File: src/rtl/cc_pkg.sv
// Shared definitions for the CC job arbiter: widths, opt bit positions and FSM states.
package cc_pkg;

    localparam int DATA_W = 4;
    localparam int OPT_W  = 4;
    localparam int OUT_W  = 9;
    localparam int CNT_W  = 8;

    // Bit positions inside the opt field understood by the CC datapath.
    localparam int OPT_SORT = 0;
    localparam int OPT_ASC  = 1;
    localparam int OPT_MEAN = 2;
    localparam int OPT_MUL  = 3;

    typedef enum logic [1:0] {
        IDLE = 2'd0,
        EXEC = 2'd1,
        RESP = 2'd2
    } state_e;

endpackage

File: src/rtl/rr_arb2.sv
// Two-way round-robin arbiter. The requester that did not win last time takes a tie;
// the history register moves only when a grant is actually accepted.
module rr_arb2 (
    input  logic clk,
    input  logic rst_n,
    input  logic valid0_i,
    input  logic valid1_i,
    input  logic accept_i,
    output logic grant_o,
    output logic grant_valid_o
);

    logic last_grant_q;
    logic last_grant_d;

    // Pick the lone requester, or on a tie the one that was not served last.
    always_comb begin
        grant_valid_o = valid0_i | valid1_i;
        grant_o       = (valid0_i & valid1_i) ? ~last_grant_q : valid1_i;
        last_grant_d  = accept_i ? grant_o : last_grant_q;
    end

    // Reset to 1 so requester 0 wins the first tie.
    always_ff @(posedge clk or negedge rst_n) begin
        if (!rst_n) begin
            last_grant_q <= 1'b1;
        end else begin
            last_grant_q <= last_grant_d;
        end
    end

endmodule

File: src/rtl/cc_job_arbiter.sv
// Shares one combinational CC unit between two requesters: accept a job, present it to
// the CC for one cycle from registers, capture the result and hand it back tagged with
// the requester id. Single-entry: nothing new is accepted until the response is taken.
module cc_job_arbiter #(
    parameter int DATA_W = cc_pkg::DATA_W,
    parameter int OPT_W  = cc_pkg::OPT_W,
    parameter int OUT_W  = cc_pkg::OUT_W,
    parameter int CNT_W  = cc_pkg::CNT_W
) (
    input  logic                clk,
    input  logic                rst_n,
    input  logic                req0_valid,
    output logic                req0_ready,
    input  logic [4*DATA_W-1:0] req0_data,
    input  logic [OPT_W-1:0]    req0_opt,
    input  logic                req1_valid,
    output logic                req1_ready,
    input  logic [4*DATA_W-1:0] req1_data,
    input  logic [OPT_W-1:0]    req1_opt,
    output logic [DATA_W-1:0]   cc_in_n0,
    output logic [DATA_W-1:0]   cc_in_n1,
    output logic [DATA_W-1:0]   cc_in_n2,
    output logic [DATA_W-1:0]   cc_in_n3,
    output logic [OPT_W-1:0]    cc_opt,
    input  logic [OUT_W-1:0]    cc_out_n,
    output logic                rsp_valid,
    input  logic                rsp_ready,
    output logic [OUT_W-1:0]    rsp_data,
    output logic                rsp_id,
    output logic                busy,
    output logic [CNT_W-1:0]    jobs_done
);

    import cc_pkg::*;

    state_e              state_q,     state_d;
    logic [4*DATA_W-1:0] job_data_q,  job_data_d;
    logic [OPT_W-1:0]    job_opt_q,   job_opt_d;
    logic                job_id_q,    job_id_d;
    logic [OUT_W-1:0]    rsp_data_q,  rsp_data_d;
    logic [CNT_W-1:0]    jobs_done_q, jobs_done_d;

    logic grant;
    logic grant_valid;
    logic accept;
    logic in_idle;

    rr_arb2 u_arb (
        .clk           (clk),
        .rst_n         (rst_n),
        .valid0_i      (req0_valid),
        .valid1_i      (req1_valid),
        .accept_i      (accept),
        .grant_o       (grant),
        .grant_valid_o (grant_valid)
    );

    // Ready only for the granted requester while idle; forced low while reset is held.
    assign in_idle    = (state_q == IDLE);
    assign req0_ready = rst_n & in_idle & grant_valid & ~grant;
    assign req1_ready = rst_n & in_idle & grant_valid &  grant;
    assign accept     = req0_ready | req1_ready;

    // CC operands come straight from the job registers so they are stable for the whole
    // EXEC cycle and keep the last job's values while idle.
    logic [DATA_W-1:0] operand [4];
    for (genvar gi = 0; gi < 4; gi++) begin : g_operand
        assign operand[gi] = job_data_q[gi*DATA_W +: DATA_W];
    end

    assign cc_in_n0  = operand[0];
    assign cc_in_n1  = operand[1];
    assign cc_in_n2  = operand[2];
    assign cc_in_n3  = operand[3];
    assign cc_opt    = job_opt_q;
    assign rsp_valid = (state_q == RESP);
    assign rsp_data  = rsp_data_q;
    assign rsp_id    = job_id_q;
    assign busy      = ~in_idle;
    assign jobs_done = jobs_done_q;

    // Job sequencing: IDLE accepts, EXEC samples the CC result, RESP waits for the consumer.
    always_comb begin
        state_d     = state_q;
        job_data_d  = job_data_q;
        job_opt_d   = job_opt_q;
        job_id_d    = job_id_q;
        rsp_data_d  = rsp_data_q;
        jobs_done_d = jobs_done_q;
        case (state_q)
            IDLE: begin
                if (accept) begin
                    job_data_d = grant ? req1_data : req0_data;
                    job_opt_d  = grant ? req1_opt  : req0_opt;
                    job_id_d   = grant;
                    state_d    = EXEC;
                end
            end
            EXEC: begin
                rsp_data_d = cc_out_n;
                state_d    = RESP;
            end
            RESP: begin
                if (rsp_ready) begin
                    jobs_done_d = jobs_done_q + CNT_W'(1);
                    state_d     = IDLE;
                end
            end
            default: state_d = IDLE;
        endcase
    end

    // State and datapath registers; reset discards any job in flight.
    always_ff @(posedge clk or negedge rst_n) begin
        if (!rst_n) begin
            state_q     <= IDLE;
            job_data_q  <= '0;
            job_opt_q   <= '0;
            job_id_q    <= 1'b0;
            rsp_data_q  <= '0;
            jobs_done_q <= '0;
        end else begin
            state_q     <= state_d;
            job_data_q  <= job_data_d;
            job_opt_q   <= job_opt_d;
            job_id_q    <= job_id_d;
            rsp_data_q  <= rsp_data_d;
            jobs_done_q <= jobs_done_d;
        end
    end

endmodule

File: config.mk
export PLATFORM = sky130hd
export DESIGN_NAME = cc_job_arbiter
export DESIGN_NICKNAME = d
export VERILOG_FILES = /design/src/rtl/cc_pkg.sv /design/src/rtl/rr_arb2.sv /design/src/rtl/cc_job_arbiter.sv
export SDC_FILE = /design/constraint.sdc
export NUM_CORES = 1
export LEC_CHECK = 0
export ABC_AREA = 0
export CORE_ASPECT_RATIO = 1.2
export CORE_MARGIN = 2
export CORE_UTILIZATION = 43
export CTS_CLUSTER_SIZE = 25
export DETAILED_ROUTE_END_ITERATION = 12
export MAX_ROUTING_LAYER = met4
export PLACE_DENSITY = 0.85
export SLEW_MARGIN = 40
export SYNTH_ARGS = -nofsm -noshare
export SYNTH_HDL_FRONTEND = slang
export SYNTH_SLANG_ARGS = --single-unit
File: constraint.sdc
create_clock -name clk -period 4.4 [get_ports clk]
set_input_delay 1.1 -clock clk [delete_from_list [all_inputs] [get_ports clk]]
set_output_delay 1.1 -clock clk [all_outputs]
set_load 0.01 [all_outputs]
* Word level (Yosys, flattened, before mapping)
Index checks and enable logic that the tools add are counted.
** Storage, ports and cells
- Register bits :: 41
- Input bits :: 54
- Output and inout bits :: 42
- Logic and storage cells :: 32
** Operators by class
- Add/sub/neg operators :: 1
- Equality and inequality tests :: 4
- Muxes and demuxes :: 6
- Bitwise logic cells :: 10
- Reduce and logical (&&, ||, !) cells :: 4
** Operator list (count)
- $mux 16 :: 1
- $add 8x1->8 const B :: 1
- $pmux 2 s3 :: 1
- $reduce_and 2->1 :: 3
- $and 1x1->1 :: 5
- $mux 2 :: 2
- $mux 4 :: 1
- $ne 2x1->1 const B :: 2
- $not 1->1 :: 3
- $eq 2x1->1 const B :: 1
- $eq 2x2->1 const B :: 1
- $logic_not 2->1 :: 1
- $or 1x1->1 :: 2
- $mux 1 :: 1

* Longest topological paths before layout
- Depth in word-level cells :: 7
- Depth in mapped cells :: 5

* Cells and area by module
A second synthesis with hierarchy kept.
** Unflattened totals
- Cells, all modules :: 154
- Area, all modules :: 1819.2 um^2
** Modules (own cells, without submodules)
- cc_job_arbiter :: times used 1, cells an instance 150, area an instance 1760.4 um^2, sequential area each 1001.0 um^2
- rr_arb2 :: times used 1, cells an instance 4, area an instance 58.8 um^2, sequential area each 26.3 um^2

* Worst setup path after synthesis
Ideal clock, no wire load.
- Kind :: input -> output
- Start point :: input port req1_valid
- End point :: output port req0_ready
- Arrival time :: 1.744 ns
- Data required time :: 3.300 ns
- Path slack :: 1.556 ns
- Stages on the path :: 4
- Path buffers :: 1
- Path through :: and2b_2 buf_6 nand3b_1 inv_1
** On the way
- Word-level cells in the longest chain between the ends :: 4
- Elaborated cells between the ends (all ways) :: 6
- Classes of those cells :: mux: 1; bitwise: 5
** RTL lines
- start, declared :: RTL line cc_job_arbiter.sv:16 : input logic req1_valid,
- $and 1x1->1 :: RTL line rr_arb2.sv:19 : grant_o = (valid0_i & valid1_i) ? ~last_grant_q : valid1_i;
- $mux 1 :: RTL line rr_arb2.sv:19
- $not 1->1 :: RTL line cc_job_arbiter.sv:60 : assign req0_ready = rst_n & in_idle & grant_valid & ~grant;
- $and 1x1->1 * :: RTL line cc_job_arbiter.sv:60
- end, declared :: RTL line cc_job_arbiter.sv:13 : output logic req0_ready,
Mark *: on every way between the ends. The rest lies on a longest branch, timed or not.

* Worst setup path in the final report
- Start point :: input port req0_valid
- End point :: output port req0_ready
** On the way
- Word-level cells in the longest chain between the ends :: 4
- Elaborated cells between the ends (all ways) :: 6
- Classes of those cells :: mux: 1; bitwise: 5
** RTL lines
- start, declared :: RTL line cc_job_arbiter.sv:12 : input logic req0_valid,
- $and 1x1->1 :: RTL line rr_arb2.sv:19
- $mux 1 :: RTL line rr_arb2.sv:19
- $not 1->1 :: RTL line cc_job_arbiter.sv:60
- $and 1x1->1 * :: RTL line cc_job_arbiter.sv:60
Marked as above.

==> flow_summary_export.csv <==
group,metric,value,unit
global_routing,grt_first_pass_wirelength,7617,µm
global_routing,grt_max_degree,43,
power,power.total,1.681,mW
synth,syn_avg_cell_area,12.27,µm²
finish,layout-drive-gt1-share,18.50,%
critical_path,critPathMaxStageDelay,530,ps
synth,synth_seq_area_share,52.66,%
finish,seqCellArea,1027,µm²
timing,rsz0062_at_grt,"false",
power,powerDensity,555.4,nW/µm²
power,p_leak,1.267,nW
synth,yosysTopAreaCell,"dfrtp_1",
synth,synth_async_sr_flop_share,100.0,%
critical_path,critPathKind,"primary input to primary output",
synth,yosys_warnings,0,
route,drc,0,
route,totalWireLength,4609,µm
timing,drv_slew,0,
synth,synth_top_area_share,51.31,%
power,ir_worst_vdd,249.1,µV
synth,netlist_instances,159,
finish,fillers,341,
critical_path,arrival,2600,ps
floorplan,fp.dieH,77.78,µm
place,gp_congestion,0.8387,
finish,multi_input_area,830.8,µm²
floorplan,boundaryPins,96,
clocking,cts_tree,"yes",
timing,finalHoldViolCount,0,
critical_path,crit_chain,"clkdlybuf4s50_1, buf_4, nand3b_1, inv_1, clkdlybuf4s50_1",
place,hpwl,3355,µm
min_path,min_delay_path_depth,1,
floorplan,core,4327,µm²
critical_path,critPathTopFamily,"buffers and inverters",
timing,finalCritPeriodShare,84.07,%
clocking,cts_buffers,5,
global_routing,grt_pass1_vias,1598,
synth,syn_area,1951,µm²
timing,finalSetupViolCount,0,
critical_path,crit_slowest_cell,"clkdlybuf4s50_1",
clocking,path_clk_slew,80,ps
run,maxCapViolCount,0,
critical_path,cpMostUsedCell,"clkdlybuf4s50_1",
outcome,status,"complete, no violations",
clocking,htreeDepth,2,
synth,synth_cell_type_count,31,
route,viasPerCell,5.235,
route,ant_nets,0,
clocking,clk_latency,290,ps
synth,synth_most_common_cell,"dfrtp_1",
global_routing,grt_antenna_before_repair,0,
route,drt_first_pass_iters,5,
timing,maxSlewHeadroom,64.16,%
critical_path,startpoint_type,"primary input",
clocking,clk_path_buf_depth,2,
critical_path,crit_required,3300,ps
route,wire_per_inst,14.87,µm
finish,synthToLayoutAreaGrowth,55.16,%
clocking,post_cts_resized,0,
synth,synth_edf_count,0,
timing,fmax,270.3,MHz
finish,layoutNonFillerInstCount,310,
min_path,hold_class,"flip-flop to flip-flop",
finish,antenna_cells,0,
finish,nets,309,
global_routing,grt-ovfl-total,0,
place,io_buffers,95,
floorplan,die_x,65.49,µm
floorplan,start_util,45.08,%
critical_path,path_depth,5,
timing,setup_tns,0,ps
synth,synthFlopType,"dfrtp_1",
synth,yosys-top-cells-count,"dfrtp_1 (40), nand2_1 (23), a221o_1 (20), nor3_2 (20), mux2_2 (7)",
global_routing,track_usage,19.84,%
timing,whs,471.8,ps
critical_path,endpoint_kind,"primary output",
timing,finClkSkew,6.959,ps
place,dpl.cell_count,303,
timing,timing.final.crit_period,3699,ps
critical_path,crit_fanout,22,
floorplan,rows,26,
route,drtIter0Drc,77,
floorplan,die_area,5093,µm²
clocking,clock_sinks,41,
clocking,cts_root_buffer,"clkbuf_8",
synth,syn_nets,214,
timing,worst_slew_pin_slew,537.5,ps
critical_path,worst-path-buf-inv,4,
route,num_vias,1623,
synth,ys_top_cells_by_area,"dfrtp_1 (51%), a221o_1 (10%), nor3_2 (10%)",
clocking,cts_hold_buffers,0,
clocking,post-cts-setup-buffer-count,0,
synth,yosys_register_bits,41,
critical_path,r2r_cells,4,
-- kinds of logic (layout without fill, tap and decap cells) --
family,Yosys count,count (layout),synth area share (%)
and+or+nand+nor,60,60,21.30
DFF,41,41,52.66
AOI/OAI and AO/OA,24,24,11.55
buffers and inverters,16,111,4.939
muxes,10,10,5.773
xor gates and xnor gates,7,7,3.143
adders and majority gates,1,1,0.6413
-- sequential cells by signal (all words and copies together) (netlist names) --
register,cells
cc_opt,4
job_data_q,16
jobs_done,8
rsp_data,9
rsp_id,1
state_q,2
u_arb.last_grant_q,1
-- power by group --
part / switching, mW / internal (mW) / leakage [nW] / total (mW)
combinational: 0.283 / 0.458 / 0.713 / 0.740
clock: 0.127 / 0.165 / 0.0540 / 0.292
sequential: 0.111 / 0.538 / 0.500 / 0.649
total: 0.520 / 1.16 / 1.27 / 1.68
-- metal layers --
layer	up-vias	wire, µm	track usage [%]
li1	768	-	-
met1	793	1882	24.41
met2	55	2382	32.35
met3	7	256	3.478
met4	0	87	7.708
met5	-	0	-
-- per-stage QoR --
step                setup slack [ps]  utilization, %  instance area [µm²]
floorplan                       1556               -                 1951
global placement               729.9           67.47                 2919
detailed placement             706.9           67.47                 2919
CTS                            694.1           69.87                 3023
global route                   611.8           69.95                 3027
finish                         700.9           69.95                 3027
-- cell usage in the layout, fill, tap and decap left out, types with 2 or more instances in the layout --
master,instances
clkdlybuf4s50_1,94
dfrtp_1,40
nand2_1,23
nor3_2,20
a221o_1,20
mux2_2,7
inv_1,5
clkbuf_8,5
xor2_1,4
buf_4,4
xnor2_1,3
mux2_1,3
nand3b_1,2
nor2_1,2
nor3_1,2
o21a_1,2
-- area by class of cell --
type                       count  area share [%]
clock inverter                 2           1.158
sequential                    41           33.94
tap                           56           2.315
clock buffer                   5           2.274
inverter                       5          0.6201
multi-input combinational    102           27.45
timing repair buffer          99           32.24
-- final timing paths --
| kind | end | startpoint | slack (ps) |
|---|---|---|---|
| max | req0_ready | req0_valid | 700 |
| min | jobs_done[7] | jobs_done[7] | 470 |
| max reg2reg | job_data_q[2] | state_q[0] | 2740 |
| min reg2reg | jobs_done[7] | jobs_done[7] | 470 |
| max in group asynchronous | u_arb.last_grant_q | rst_n | 3150 |
| min in group asynchronous | job_data_q[12] | rst_n | 890 |
Note: power is estimated with default switching activity, not from simulation.
